<file path="src/rtl/reaction_timer.sv">
// rtl/reaction_timer.sv - F1 start-light reaction timer with jump-start, timeout and best-time tracking
module reaction_timer #(
    parameter int WIDTH     = 16,
    parameter int MAX_COUNT = 9999
) (
    input  logic             clk,
    input  logic             rst,
    input  logic             tick,
    input  logic [7:0]       lights,
    input  logic             button,
    output logic [WIDTH-1:0] reaction,
    output logic             result_valid,
    output logic             jump_start,
    output logic             timeout,
    output logic [WIDTH-1:0] best,
    output logic             timing
);

    localparam logic [WIDTH-1:0] MAX_VAL = WIDTH'(MAX_COUNT);
    localparam logic [WIDTH-1:0] MAX_M1  = WIDTH'(MAX_COUNT - 1);

    typedef enum logic [2:0] {
        IDLE   = 3'd0,
        ARMED  = 3'd1,
        TIMING = 3'd2,
        DONE   = 3'd3,
        FOUL   = 3'd4
    } state_t;

    state_t           state, state_d;
    logic [WIDTH-1:0] counter, counter_d;
    logic             full, full_d;
    logic             button_q;
    logic             press;
    logic [WIDTH-1:0] reaction_d;
    logic             result_valid_d;
    logic             jump_start_d;
    logic             timeout_d;
    logic [WIDTH-1:0] best_d;

    // Only a rising edge of the button is a press; history resets high so a held button is ignored
    assign press  = button & ~button_q;
    assign timing = (state == TIMING);

    // Button history register, updated every cycle
    always_ff @(posedge clk) begin
        if (rst) begin
            button_q <= 1'b1;
        end else begin
            button_q <= button;
        end
    end

    // State and result registers
    always_ff @(posedge clk) begin
        if (rst) begin
            state        <= IDLE;
            counter      <= '0;
            full         <= 1'b0;
            reaction     <= '0;
            result_valid <= 1'b0;
            jump_start   <= 1'b0;
            timeout      <= 1'b0;
            best         <= MAX_VAL;
        end else begin
            state        <= state_d;
            counter      <= counter_d;
            full         <= full_d;
            reaction     <= reaction_d;
            result_valid <= result_valid_d;
            jump_start   <= jump_start_d;
            timeout      <= timeout_d;
            best         <= best_d;
        end
    end

    // Next-state and next-value logic; a press always outranks lights-out and the final tick
    always_comb begin
        state_d        = state;
        counter_d      = counter;
        full_d         = full;
        reaction_d     = reaction;
        result_valid_d = 1'b0;
        jump_start_d   = jump_start;
        timeout_d      = timeout;
        best_d         = best;

        case (state)
            IDLE: begin
                if (lights != 8'h00) begin
                    state_d   = ARMED;
                    full_d    = 1'b0;
                    counter_d = '0;
                end
            end

            ARMED: begin
                if (lights == 8'hFF) begin
                    full_d = 1'b1;
                end
                if (press) begin
                    state_d      = FOUL;
                    jump_start_d = 1'b1;
                end else if (lights == 8'h00) begin
                    if (full) begin
                        state_d   = TIMING;
                        counter_d = '0;
                    end else begin
                        state_d = IDLE;
                    end
                end
            end

            TIMING: begin
                if (press) begin
                    reaction_d     = counter;
                    result_valid_d = 1'b1;
                    if (counter < best) begin
                        best_d = counter;
                    end
                    state_d = DONE;
                end else if (tick) begin
                    if (counter >= MAX_M1) begin
                        counter_d      = MAX_VAL;
                        reaction_d     = MAX_VAL;
                        result_valid_d = 1'b1;
                        timeout_d      = 1'b1;
                        state_d        = DONE;
                    end else begin
                        counter_d = counter + WIDTH'(1);
                    end
                end
            end

            DONE, FOUL: begin
                if (lights != 8'h00) begin
                    state_d      = ARMED;
                    jump_start_d = 1'b0;
                    timeout_d    = 1'b0;
                    full_d       = 1'b0;
                    counter_d    = '0;
                end
            end

            default: begin
                state_d = IDLE;
            end
        endcase
    end

endmodule

</file>
<file path="config.mk">
export PLATFORM = sky130hd
export DESIGN_NAME = reaction_timer
export DESIGN_NICKNAME = d
export VERILOG_FILES = /design/src/rtl/reaction_timer.sv
export SDC_FILE = /design/constraint.sdc
export NUM_CORES = 1
export LEC_CHECK = 0
export ABC_AREA = 1
export CAP_MARGIN = 20
export CORE_ASPECT_RATIO = 1.1
export CORE_UTILIZATION = 50
export CTS_CLUSTER_DIAMETER = 200
export DETAILED_ROUTE_END_ITERATION = 6
export GPL_TIMING_DRIVEN = 1
export PLACE_DENSITY = 0.73
export SYNTH_ARGS = -nofsm -noshare
export SYNTH_HDL_FRONTEND = slang
export SYNTH_SLANG_ARGS = --single-unit
</file>
<file path="constraint.sdc">
create_clock -name clk -period 2.3 [get_ports clk]
set_clock_uncertainty 0.2 [all_clocks]
set_input_delay 0.345 -clock clk [delete_from_list [all_inputs] [get_ports clk]]
set_output_delay 0.345 -clock clk [all_outputs]
set_load 0.03 [all_outputs]
</file>
==> summary.txt <==
Status - finished clean
IO buf count - 47
NetSw - 0.8358 mW
Drt drc - 0
Hold Vio Cnt, Final - 0
Drt pass-1 iters - 5
Avg Cell Area, Syn - 6.995 sq um
DP HPWL - 5.667 mm
Top cells by area, synth - dfxtp_1 36%, nand2_1 12%, inv_1 7.2%
N_diodes - 0
Most common flop cell mapped by yosys - dfxtp_1
Final Wtd Congestion - 0.9264
Post-layout nets - 530
Arrival time worst endpoint - 2.02 ns
Final wirelength - 7.430 mm
Tot GR Track Use - 0.2467
Synthesized cell area - 0.003078 sq mm
Share of the synthesized area in the top cell type - 0.3642
Peak VDD IR - 0.4482 mV
Crit-path max FO - 9
CTS max path bufs - 2
Sequential Power Share - 0.445
Post-DRT Antenna Nets - 0
EDFF count, synth - 0
Antenna violations before repair - 0
Crit end category - register
Internal Power - 1.498 mW
Worst-path clk slew - 0.09 ns
H-tree depth - 2
Syn Nets - 469
Skew-Pair Late Insertion Delay - 0.31 ns
Width of the die - 76.81 um
HP Class - reg2reg
First-pass GRT wire length - 12.91 mm
Synth warnings - 0
Fin. max-slew vios - 0
Crit-path leading delay family - simple AND/OR/NAND/NOR gates
Ys async rst share - 0
Via count - 3091
I/O pins - 48
Avg Vias per Cell - 5.339
Final min period - 2.011 ns
Largest net degree at the start of global routing - 23
Avg WL per Cell - 12.83 um
Rel. slew slack - 0.6679
Final setup vio count - 0
Num CTS Buffers - 5
Final instance area - 0.003837 sq mm
Combinational group share of total power - 0.317
Synth cell count leaders - 100 x nand2_1, 59 x inv_1, 56 x dfxtp_1, 35 x nor2_1, 31 x nand3_1
Initial Utilization - 0.5269
CTS tree - done
CTS Root Cell - clkbuf_8
Number of max-cap violations - 0
Core region area - 0.005842 sq mm
Leak - 1.837 nW
Most frequent CP cell - nand2_1
Cell variety after synth - 33
Layout cells sized above 1 - 0.1036
Critical path class - reg2reg
Die boundary height - 84.29 um
CP startpoint kind - register
#FFs+latches synth - 56
Clock group share of total power - 0.239
Sequential fraction of the synthesis area - 0.3642
Switch share - 0.3582
Max Fclk - 497.3 MHz
Placed cell areas - 0.003736 sq mm
Worst slew pin tran - 0.4954 ns
Sink Count - 56
Crit path cell chain - nand2_1 > inv_1 > nand2_1 > nor3_1 > nand2_1 > nand2_1 > buf_4 > nor2_1 > o21ai_2 > nor2_1
Unrepaired setup endpoints after global routing - no
Worst stage delay on the critical path - 0.48 ns
Pwr/cell area - 608.1 mW/mm^2
Die area - 0.006474 sq mm
Worst EP required - 2.31 ns
Final period util - 0.8743
# rows - 29
Most frequent cell after synthesis - nand2_1
Slowest CP cell - dfxtp_1
Setup Fix Bufs, Post-CTS - 0
Area growth from synthesis to layout - 24.67%
Yosys top cell by area - dfxtp_1
Post-Syn Instances - 440
Number of global-route vias before repair - 2885
Setup TNS - 0 ns
Gr ovfl total - 0
Sum of buffers and inverters on the critical path - 2
Initial DRC Count - 137
==> metal layers <==
layer,track usage,wire [um],vias to the layer above,part of all wire
met2,0.4375,3765,77,0.51
li1,-,-,1551,-
met1,0.2930,3207,1449,0.43
met4,0.09091,133,0,0.018
met5,0,0,-,0
met3,0.04783,324,14,0.044
==> flip-flops by register name, indices dropped and copies added (netlist names) <==
signal	flops
full	1
best	16
state	3
counter	16
button_q	1
reaction	16
jump_start	1
result_valid	1
timeout	1
==> layout make-up <==
type / count / area [sq um]
clock buffers: 8 / 90.09
flip-flops and latches: 56 / 1122
multi-input cells: 304 / 1650
well taps: 77 / 96.34
repair buffers: 68 / 630.6
inverters: 66 / 247.7
fillers: 533 / 2004
==> placed cells by master (no fill, tap or decap) <==
cell,instances
nand2_1,100
dlymetal6s2s_1,1
nand3_2,1
nor3_2,1
nor3_1,9
dfxtp_2,1
buf_4,21
nor2_4,2
xnor2_1,3
clkbuf_8,6
o21ai_1,1
a21oi_2,1
nand3b_1,1
a21oi_4,1
clkbuf_1,2
o211ai_1,1
a21oi_1,29
o21bai_1,8
o21ai_0,22
o21bai_2,1
dfxtp_1,55
o21ai_2,2
nand3_4,1
nor2_2,3
inv_1,59
nand3_1,31
nor2_1,35
nand2_4,1
nor2_8,1
nand2_2,2
nor4_1,2
xor2_1,2
nand4_1,26
clkdlybuf4s50_1,46
ha_1,17
inv_2,7
==> repair_timing <==
| action | CTS | global route |
|---|---|---|
| endpoints found under the setup margin | 0 | 12 |
| hold buffers | 0 | 0 |
| gates resized for setup | 0 | 3 |
==> worst reg2reg max path: stages, from the launching register on <==
cell     delay (ns)
dfxtp_1        0.48
nand2_1        0.11
inv_1          0.06
nand2_1        0.08
nor3_1         0.14
nand2_1        0.12
nand2_1        0.13
buf_4          0.18
nor2_1         0.07
o21ai_2        0.24
nor2_1         0.09
==> path summary, 6_finish.rpt <==
path,end,slack [ns],startpoint,depth (start not counted)
worst max-delay path,counter[6],0.29,counter[8],10
worst min-delay path,timeout,0.26,timeout,2
worst max register to register,counter[6],0.29,counter[8],10
worst min register to register,timeout,0.26,timeout,2
==> stage by stage <==
stage / util / worst slack [ns] / hold slack [ns] / std cells / total power, mW
after detailed placement: 0.6395 / 0.06869 / 0.2445 / 571 / 1.787
after global placement: 0.6395 / 0.09267 / 0.2392 / 571 / 1.773
after global routing: 0.6569 / 0.09570 / 0.2738 / 579 / 2.477
after floorplan: - / 0.09882 / 0.2218 / 440 / 1.606
after CTS: 0.6550 / 0.05445 / 0.2626 / 579 / 2.340
final: 0.6569 / 0.2891 / 0.2649 / 579 / 2.333
==> cell families (layout without fill, tap and decap cells) <==
family | after synthesis | in the layout | synth area share
AOI/OAI and AO/OA | 66 | 66 | 0.1240
adders and majority gates | 17 | 17 | 0.06910
and+or+nand+nor | 216 | 216 | 0.3264
xor gates and xnor gates | 5 | 5 | 0.01423
buffers and inverters | 80 | 142 | 0.1020
DFF | 56 | 56 | 0.3642
==> power groups by stage <==
stage          clock [mW]  combinational, mW  sequential, mW
3_3_place_gp            0              0.715            1.06
3_5_place_dp            0              0.726            1.06
5_1_grt             0.618              0.816            1.04
6_report            0.557              0.739            1.04
2_1_floorplan           0              0.503            1.10
4_1_cts             0.570              0.732            1.04
(Power assumes the default switching activity.)
